--- src/rtl/alu_operand_if.sv ---
// Operand-stage bus: register write port, operand-fetch request and operand pair output.
// Handshake: a request transfers on a rising edge where rd_valid && rd_ready; a pair transfers on a rising edge where out_valid && out_ready.
interface alu_operand_if #(
  parameter int DATA_W = 32,
  parameter int ADDR_W = 5
);
  logic              wr_en;
  logic [ADDR_W-1:0] wr_addr;
  logic [DATA_W-1:0] wr_data;
  logic              rd_valid;
  logic              rd_ready;
  logic [ADDR_W-1:0] rs_addr;
  logic [ADDR_W-1:0] rt_addr;
  logic              out_valid;
  logic              out_ready;
  logic [DATA_W-1:0] A;
  logic [DATA_W-1:0] B;

  modport master (
    output wr_en, wr_addr, wr_data, rd_valid, rs_addr, rt_addr, out_ready,
    input  rd_ready, out_valid, A, B
  );

  modport slave (
    input  wr_en, wr_addr, wr_data, rd_valid, rs_addr, rt_addr, out_ready,
    output rd_ready, out_valid, A, B
  );
endinterface

--- src/rtl/alu_operand_stage.sv ---
// Register-file read stage: 2^ADDR_W x DATA_W regfile, registered operand pair A/B with valid/ready.
// Optional macro ALU_OPERAND_FORWARD_EN: same-edge write data bypasses into a matching operand read.
module alu_operand_stage #(
  parameter int DATA_W = 32,
  parameter int ADDR_W = 5
) (
  input  logic             clk,
  input  logic             rst_n,
  alu_operand_if.slave     bus,
  output logic             dbg_state
);
  localparam int NREG = 1 << ADDR_W;

  typedef enum logic {
    ST_EMPTY = 1'b0,
    ST_FULL  = 1'b1
  } state_t;

  state_t            state;
  state_t            state_next;
  logic              rd_ready_c;
  logic              accept;
  logic [DATA_W-1:0] regs [NREG];
  logic [DATA_W-1:0] rs_val;
  logic [DATA_W-1:0] rt_val;
  logic [DATA_W-1:0] a_q;
  logic [DATA_W-1:0] b_q;
  logic              wr_hit;

  // Register file; entry 0 is never written so it always reads as zero.
  always_ff @(posedge clk or negedge rst_n) begin
    if (!rst_n) begin
      for (int i = 0; i < NREG; i++) begin
        regs[i] <= '0;
      end
    end else if (wr_hit) begin
      regs[bus.wr_addr] <= bus.wr_data;
    end
  end

  assign wr_hit = bus.wr_en && (bus.wr_addr != '0);

`ifdef ALU_OPERAND_FORWARD_EN
  always_comb begin
    rs_val = regs[bus.rs_addr];
    if (bus.rs_addr == '0) begin
      rs_val = '0;
    end else if (wr_hit && (bus.wr_addr == bus.rs_addr)) begin
      rs_val = bus.wr_data;
    end
  end

  always_comb begin
    rt_val = regs[bus.rt_addr];
    if (bus.rt_addr == '0) begin
      rt_val = '0;
    end else if (wr_hit && (bus.wr_addr == bus.rt_addr)) begin
      rt_val = bus.wr_data;
    end
  end
`else
  // Without the bypass a same-edge write is seen only by later requests.
  always_comb begin
    rs_val = regs[bus.rs_addr];
    if (bus.rs_addr == '0) begin
      rs_val = '0;
    end
  end

  always_comb begin
    rt_val = regs[bus.rt_addr];
    if (bus.rt_addr == '0) begin
      rt_val = '0;
    end
  end
`endif

  always_ff @(posedge clk or negedge rst_n) begin
    if (!rst_n) begin
      state <= ST_EMPTY;
    end else begin
      state <= state_next;
    end
  end

  // Single-entry output register: ready whenever the slot is empty or being drained.
  always_comb begin
    rd_ready_c = 1'b0;
    accept     = 1'b0;
    state_next = state;
    case (state)
      ST_EMPTY: begin
        rd_ready_c = 1'b1;
        accept     = bus.rd_valid;
        if (bus.rd_valid) begin
          state_next = ST_FULL;
        end
      end
      ST_FULL: begin
        rd_ready_c = bus.out_ready;
        accept     = bus.rd_valid && bus.out_ready;
        if (bus.out_ready && !bus.rd_valid) begin
          state_next = ST_EMPTY;
        end
      end
      default: begin
        state_next = ST_EMPTY;
      end
    endcase
  end

  // Operands load only on accept, so a stalled pair ignores later writes.
  always_ff @(posedge clk or negedge rst_n) begin
    if (!rst_n) begin
      a_q <= '0;
      b_q <= '0;
    end else if (accept) begin
      a_q <= rs_val;
      b_q <= rt_val;
    end
  end

  assign bus.rd_ready  = rd_ready_c;
  assign bus.out_valid = (state == ST_FULL);
  assign bus.A         = a_q;
  assign bus.B         = b_q;
  assign dbg_state     = state;
endmodule

--- src/flat_wrapper.sv ---
// flat-port wrapper written by rule: the top's interface ports become plain ports
module alu_operand_stage_flat 
#(
  parameter int DATA_W = 32,
  parameter int ADDR_W = 5
)
  (clk, rst_n, dbg_state, bus_wr_en, bus_wr_addr, bus_wr_data, bus_rd_valid, bus_rs_addr, bus_rt_addr, bus_out_ready, bus_rd_ready, bus_out_valid, bus_A, bus_B);
  alu_operand_if #(.DATA_W(DATA_W), .ADDR_W(ADDR_W)) bus_i ();
  input  logic clk;
  input  logic rst_n;
  output logic dbg_state;
  input wire logic [$bits(bus_i.wr_en)-1:0] bus_wr_en;
  input wire logic [$bits(bus_i.wr_addr)-1:0] bus_wr_addr;
  input wire logic [$bits(bus_i.wr_data)-1:0] bus_wr_data;
  input wire logic [$bits(bus_i.rd_valid)-1:0] bus_rd_valid;
  input wire logic [$bits(bus_i.rs_addr)-1:0] bus_rs_addr;
  input wire logic [$bits(bus_i.rt_addr)-1:0] bus_rt_addr;
  input wire logic [$bits(bus_i.out_ready)-1:0] bus_out_ready;
  output wire logic [$bits(bus_i.rd_ready)-1:0] bus_rd_ready;
  output wire logic [$bits(bus_i.out_valid)-1:0] bus_out_valid;
  output wire logic [$bits(bus_i.A)-1:0] bus_A;
  output wire logic [$bits(bus_i.B)-1:0] bus_B;
  assign bus_i.wr_en = bus_wr_en;
  assign bus_i.wr_addr = bus_wr_addr;
  assign bus_i.wr_data = bus_wr_data;
  assign bus_i.rd_valid = bus_rd_valid;
  assign bus_i.rs_addr = bus_rs_addr;
  assign bus_i.rt_addr = bus_rt_addr;
  assign bus_i.out_ready = bus_out_ready;
  assign bus_rd_ready = bus_i.rd_ready;
  assign bus_out_valid = bus_i.out_valid;
  assign bus_A = bus_i.A;
  assign bus_B = bus_i.B;
  alu_operand_stage #(.DATA_W(DATA_W), .ADDR_W(ADDR_W)) u_core (.clk(clk), .rst_n(rst_n), .bus(bus_i), .dbg_state(dbg_state));
endmodule
--- config.mk ---
export PLATFORM = sky130hd
export DESIGN_NAME = alu_operand_stage_flat
export DESIGN_NICKNAME = d
export VERILOG_FILES = /design/src/rtl/alu_operand_if.sv /design/src/rtl/alu_operand_stage.sv /design/src/flat_wrapper.sv
export SDC_FILE = /design/constraint.sdc
export NUM_CORES = 2
export LEC_CHECK = 0
export BUFFER_PORTS_ARGS = -buffer_cell sky130_fd_sc_hd__buf_2
export CORE_AREA = 2 2 303 305
export DETAILED_ROUTE_END_ITERATION = 8
export DIE_AREA = 0 0 305 307
export PLACE_DENSITY_LB_ADDON = 0.25
export SLEW_MARGIN = 0
export SYNTH_ARGS = -nofsm -noshare
export SYNTH_HDL_FRONTEND = slang
export SYNTH_SLANG_ARGS = --single-unit
--- constraint.sdc ---
create_clock -name clk -period 1.9 [get_ports clk]
set_input_delay 0.38 -clock clk [delete_from_list [all_inputs] [get_ports clk]]
set_output_delay 0.38 -clock clk [all_outputs]
set_load 0.1 [all_outputs]
* Yosys cells after proc, flatten, opt, wreduce, memory -nomap -nowiden *
Index checks and enable logic that the tools add are counted.

storage, ports and cells
  output and inout bits = 67
  input bits = 52
  register bits = 1089

cells by class
  bitwise gates (word level) = 4
  reductions and logical operators = 8
  $lt $le $gt $ge = 4
  muxes and demuxes = 16

operators with widths
  cell                                                                   count
  1024-bit bitwise mux                                                   1
  32-bit binary-select mux with 5-bit select                             2
  32-bit 2-to-1 mux                                                      7
  32-bit demux with 5-bit select                                         1
  6-bit greater-or-equal comparator (second input constant)              3
  5-bit NOT with 6-bit output                                            3
  5-bit zero test                                                        2
  6-bit by 1-bit < comparator with 1-bit output (second input constant)  1
  1-bit case mux with 2 select lines                                     3
  5-bit nonzero test                                                     1
  1-bit logical AND                                                      4
  1-bit 2-to-1 mux                                                       2
  1-bit zero test                                                        1
  1-bit NOT                                                              1

* Logic depth before layout (Yosys ltp) *
  word-level depth = 6
  depth in mapped cells = 8
  gate-level depth less buffers = 4

* Worst setup path before layout *
No wires, ideal clock.

  path kind = reg2reg
  start point = register u_core.state, in the netlist u_core.bus.out_valid
  end point = register u_core.a_q[0], in the netlist u_core.bus.A[0]
  cell stages (with the launch flop) = 6
  path buffers = 2
  data required time = 1.778 ns
  arrival = 2.924 ns
  setup slack = -1.146 ns
  setup time = 0.122 ns
  path through = dfrtp_1 nand2b_1 clkbuf_1 nand2_1 clkbuf_1 a22o_1

on the way
  cells in the longest elaborated chain, start to end = 2

RTL lines
  item                                  line                      text
  start: declaration                    alu_operand_stage.sv:19   state_t state;
  start signal: assignment              alu_operand_stage.sv:82   state <= state_next;
  1-bit NOT                             alu_operand_stage.sv:91   case (state)
  1-bit case mux with 2 select lines *  alu_operand_stage.sv:91
  end signal: assignment                alu_operand_stage.sv:118  a_q <= rs_val;
  end: declaration                      alu_operand_stage.sv:26   logic [DATA_W-1:0] a_q;

Every way passes the cells marked *; elsewhere a longest branch is shown, timed or not.
A chain may end at the register's enable or synchronous reset.

* Final worst setup path *
  start point = register u_core.state, in the netlist u_core.bus.out_valid
  end point = output bus_out_valid

RTL lines
  item              line                text
  end: declaration  flat_wrapper.sv:20  output wire logic [$bits(bus_i.out_valid)-1:0] bus_out_valid;

No word-level cell between the ends.

==> summary.md <==
| Metric | Value |
|---|---|
| HPWL after DPL | between 100 and 150 mm |
| RSZ-0062 raised after global routing | yes |
| Worst setup SP type | flop |
| TritonCTS Buffers | approximately 120 |
| Crit path max-delay family | buffers and inverters |
| Clock latency on the worst-skew pair | between 0.7 and 0.8 ns |
| CTS clk-pin slew, worst paths | 0.06 ns |
| VDD IR max | roughly 0.9 mV |
| Post-route cell area | around 67000 µm² |
| Top_reg_cell synth | dfrtp_1 |
| Max_cap viols | 0 |
| Slew Viols, Final | 0 |
| Syn Nets | 3935 |
| Worst Tran Pin Value | 0.887 ns |
| First-pass GRT wire length | 257 mm |
| Yosys top cell area share | between 40% and 50% |
| Cells after Synth | slightly below 4000 |
| Total global routing overflow | 0 |
| Clock skew | around 0.026 ns |
| Yosys Warn Count | 0 |
| Initial antenna violation count | 6 |
| Tot GR Track Use | 37.0% |
| Post-Synthesis Mean Instance Area | 14.8 µm² |
| Crit path max-delay cell type | buf_2 |
| Pre-CTS setup slack | -0.550 ns |
| Final TNS setup | -0.000706 ns |
| Pwr/cell area | around 1100 nW/µm² |
| Placed instance area | approximately 62000 µm² |
| Minimum clock period | approximately 1.9 ns |
| #FFs+latches synth | roughly 1100 |
| FMAX | approximately 530 MHz |
| Initial Utilization | 63.2% |
| Synth cell types | 47 |
| Post-synth ARST share | 100% |
| Tcrit/Tclk final | 100% |
| TritonRoute pass-1 iters | 5 |
| Critical Path End Type | output pin |
| Die height | between 300 and 400 µm |
| Top cells by area, synth | dfrtp_1 48%, mux2_2 26%, mux4_2 12%, mux2i_1 2.4%, o22ai_1 2.0% |
| Fillers | 5636 |
| Relative max-transition margin | between 30% and 40% |
| Synth-to-layout area growth | 16.1% |
| Residual DRC | 0 |
| Row cnt | ~110 |
| Worst min-delay path class | in2reg |
| Critical path peak fanout | 3 |
| Wire per inst | roughly 32 µm |
| Worst Path Buf+Inv | 1 |
| Post-Syn Area | between 50000 and 60000 µm² |
| Crit path required time | between 1.5 and 2 ns |
| Layout cell share with drive strength beyond 1 | between 50% and 60% |
| DR vias/cell | a little over 7 |
| Core footprint | 90700 µm² |
| DR iter-0 viols | about 3700 |
| Final Hold Fails | 0 |
| Critical path class | reg2out |
| Power consumption | 69900 µW |
| Leakage | ~0.030 µW |
| NumNets Final | slightly above 4000 |
| EDFF count, synth | 0 |
| Vias in the first global route | 39700 |
| # port buffers | between 100 and 150 |
| Antenna Nets Post-Route | 0 |
| Setup violators final | 2 |
| CTS sink cnt | between 1000 and 1500 |
| Gpl congestion | 0.933 |
| Die Wd | roughly 300 µm |
| Crit path cell chain | buf_2 |
| Pin count of the biggest net entering global routing | 90 |
| Sequential area share after synthesis | a little under half |
| Die area | about 94000 µm² |
| Ports | 119 |
| Vias post-DR | 38200 |
| Failing checks | setup timing |
| H-Tree Depth | 3 |
| CTS tree | yes |
| Worst EP arrival | roughly 1.5 ns |
| Largest area contributor in the netlist | dfrtp_1 |
| Root Buffer | clkbuf_16 |
| CTS max path bufs | 3 |
| Setup ws final | -0.000505 ns |
| CP max stage delay | between 0.4 and 0.5 ns |
| Post-Route WL | 171 mm |
| Run status | finished, violations left |
-- power breakdown --
part / internal [µW] / total, µW / switching, µW
logic: 8450 / 15400 / 6970
registers: 27600 / 31100 / 3470
clock network: 13900 / 23400 / 9550
total: 49900 / 69900 / 20000
-- layout make-up --
type	instances	area, µm²	share of cell area (%)
timing repair buffer	542	5950	8.94
clock buffer	164	3360	5.05
antenna	3	7.51	0.0113
multi-input combinational	2359	27900	42.0
clock inverter	50	567	0.851
sequential	1089	27300	40.9
tap	1186	1480	2.23
-- cell usage after synthesis, types with 12 or more instances --
library cell,number
mux2_1,23
buf_2,105
mux2i_1,136
dfrtp_1,1089
a22o_1,60
buf_6,45
buf_1,45
a2111oi_0,46
a211oi_1,62
clkbuf_1,171
mux2_2,1333
buf_4,59
a2111oi_1,12
nor2_1,77
nand2_1,19
o22ai_1,184
mux4_2,313
-- metal layers --
| layer | vias up | track usage (%) | wire [µm] |
|---|---|---|---|
| met4 | 4 | 19.7 | 9730 |
| met2 | 1925 | 58.2 | 80700 |
| met5 | - | 0 | 24 |
| met1 | 20200 | 48.8 | 66100 |
| met3 | 581 | 7.75 | 14800 |
| li1 | 15400 | - | - |
-- metrics by stage --
stage / util (%) / cells / hold slack (ns)
2_1_floorplan: - / 3883 / 0.0844
3_3_place_gp: 68.8 / 5174 / 0.289
3_5_place_dp: 68.8 / 5174 / 0.297
4_1_cts: 73.4 / 5390 / 0.0723
5_1_grt: 73.4 / 5393 / 0.103
6_report: 73.4 / 5393 / 0.102
-- layout by cell type (no fill, tap or decap), types with 45 or more instances in the layout --
master / instances
mux2_2: 1333
nor2_1: 65
a22o_1: 60
o22ai_1: 184
mux4_2: 313
mux2i_1: 136
a2111oi_0: 45
clkbuf_16: 117
buf_4: 328
a211oi_1: 62
buf_2: 46
buf_12: 154
dfrtp_1: 1085
-- flip-flops by register name, summed over array words and instances (netlist names) --
signal,count
u_core.regs,1024
u_core.bus.A,32
u_core.bus.B,32
u_core.bus.out_valid,1
-- what timing repair did --
item	4_1_cts	5_1_grt
hold buffers	1	0
cloned	0	0
endpoints found under the hold margin	287	0
setup endpoints to repair	65	3
resized for setup	74	1
buffers inserted	1	0
-- cell families after synthesis --
kind of cell           share of synthesized area (%)
AOI/OAI and AO/OA                               5.07
buffers and inverters                           4.16
DFF                                             47.5
muxes                                           41.8
and+or+nand+nor                                 1.40
-- final timing paths --
kind | slack, ns | end | cells after the start | start
max | -0.0005 | bus_out_valid | 1 | u_core.bus.out_valid
min | 0.10 | u_core.bus.out_valid | 2 | bus_rd_valid
max reg2reg | 0.07 | u_core.bus.B[27] | 5 | u_core.regs[443]
min reg2reg | 0.40 | u_core.regs[1001] | 0 | u_core.regs[1001]
max in group asynchronous | 0.87 | u_core.regs[463] | 4 | rst_n
min in group asynchronous | 0.17 | u_core.regs[156] | 2 | rst_n
No activity file was read; power rests on OpenSTA's default activity.
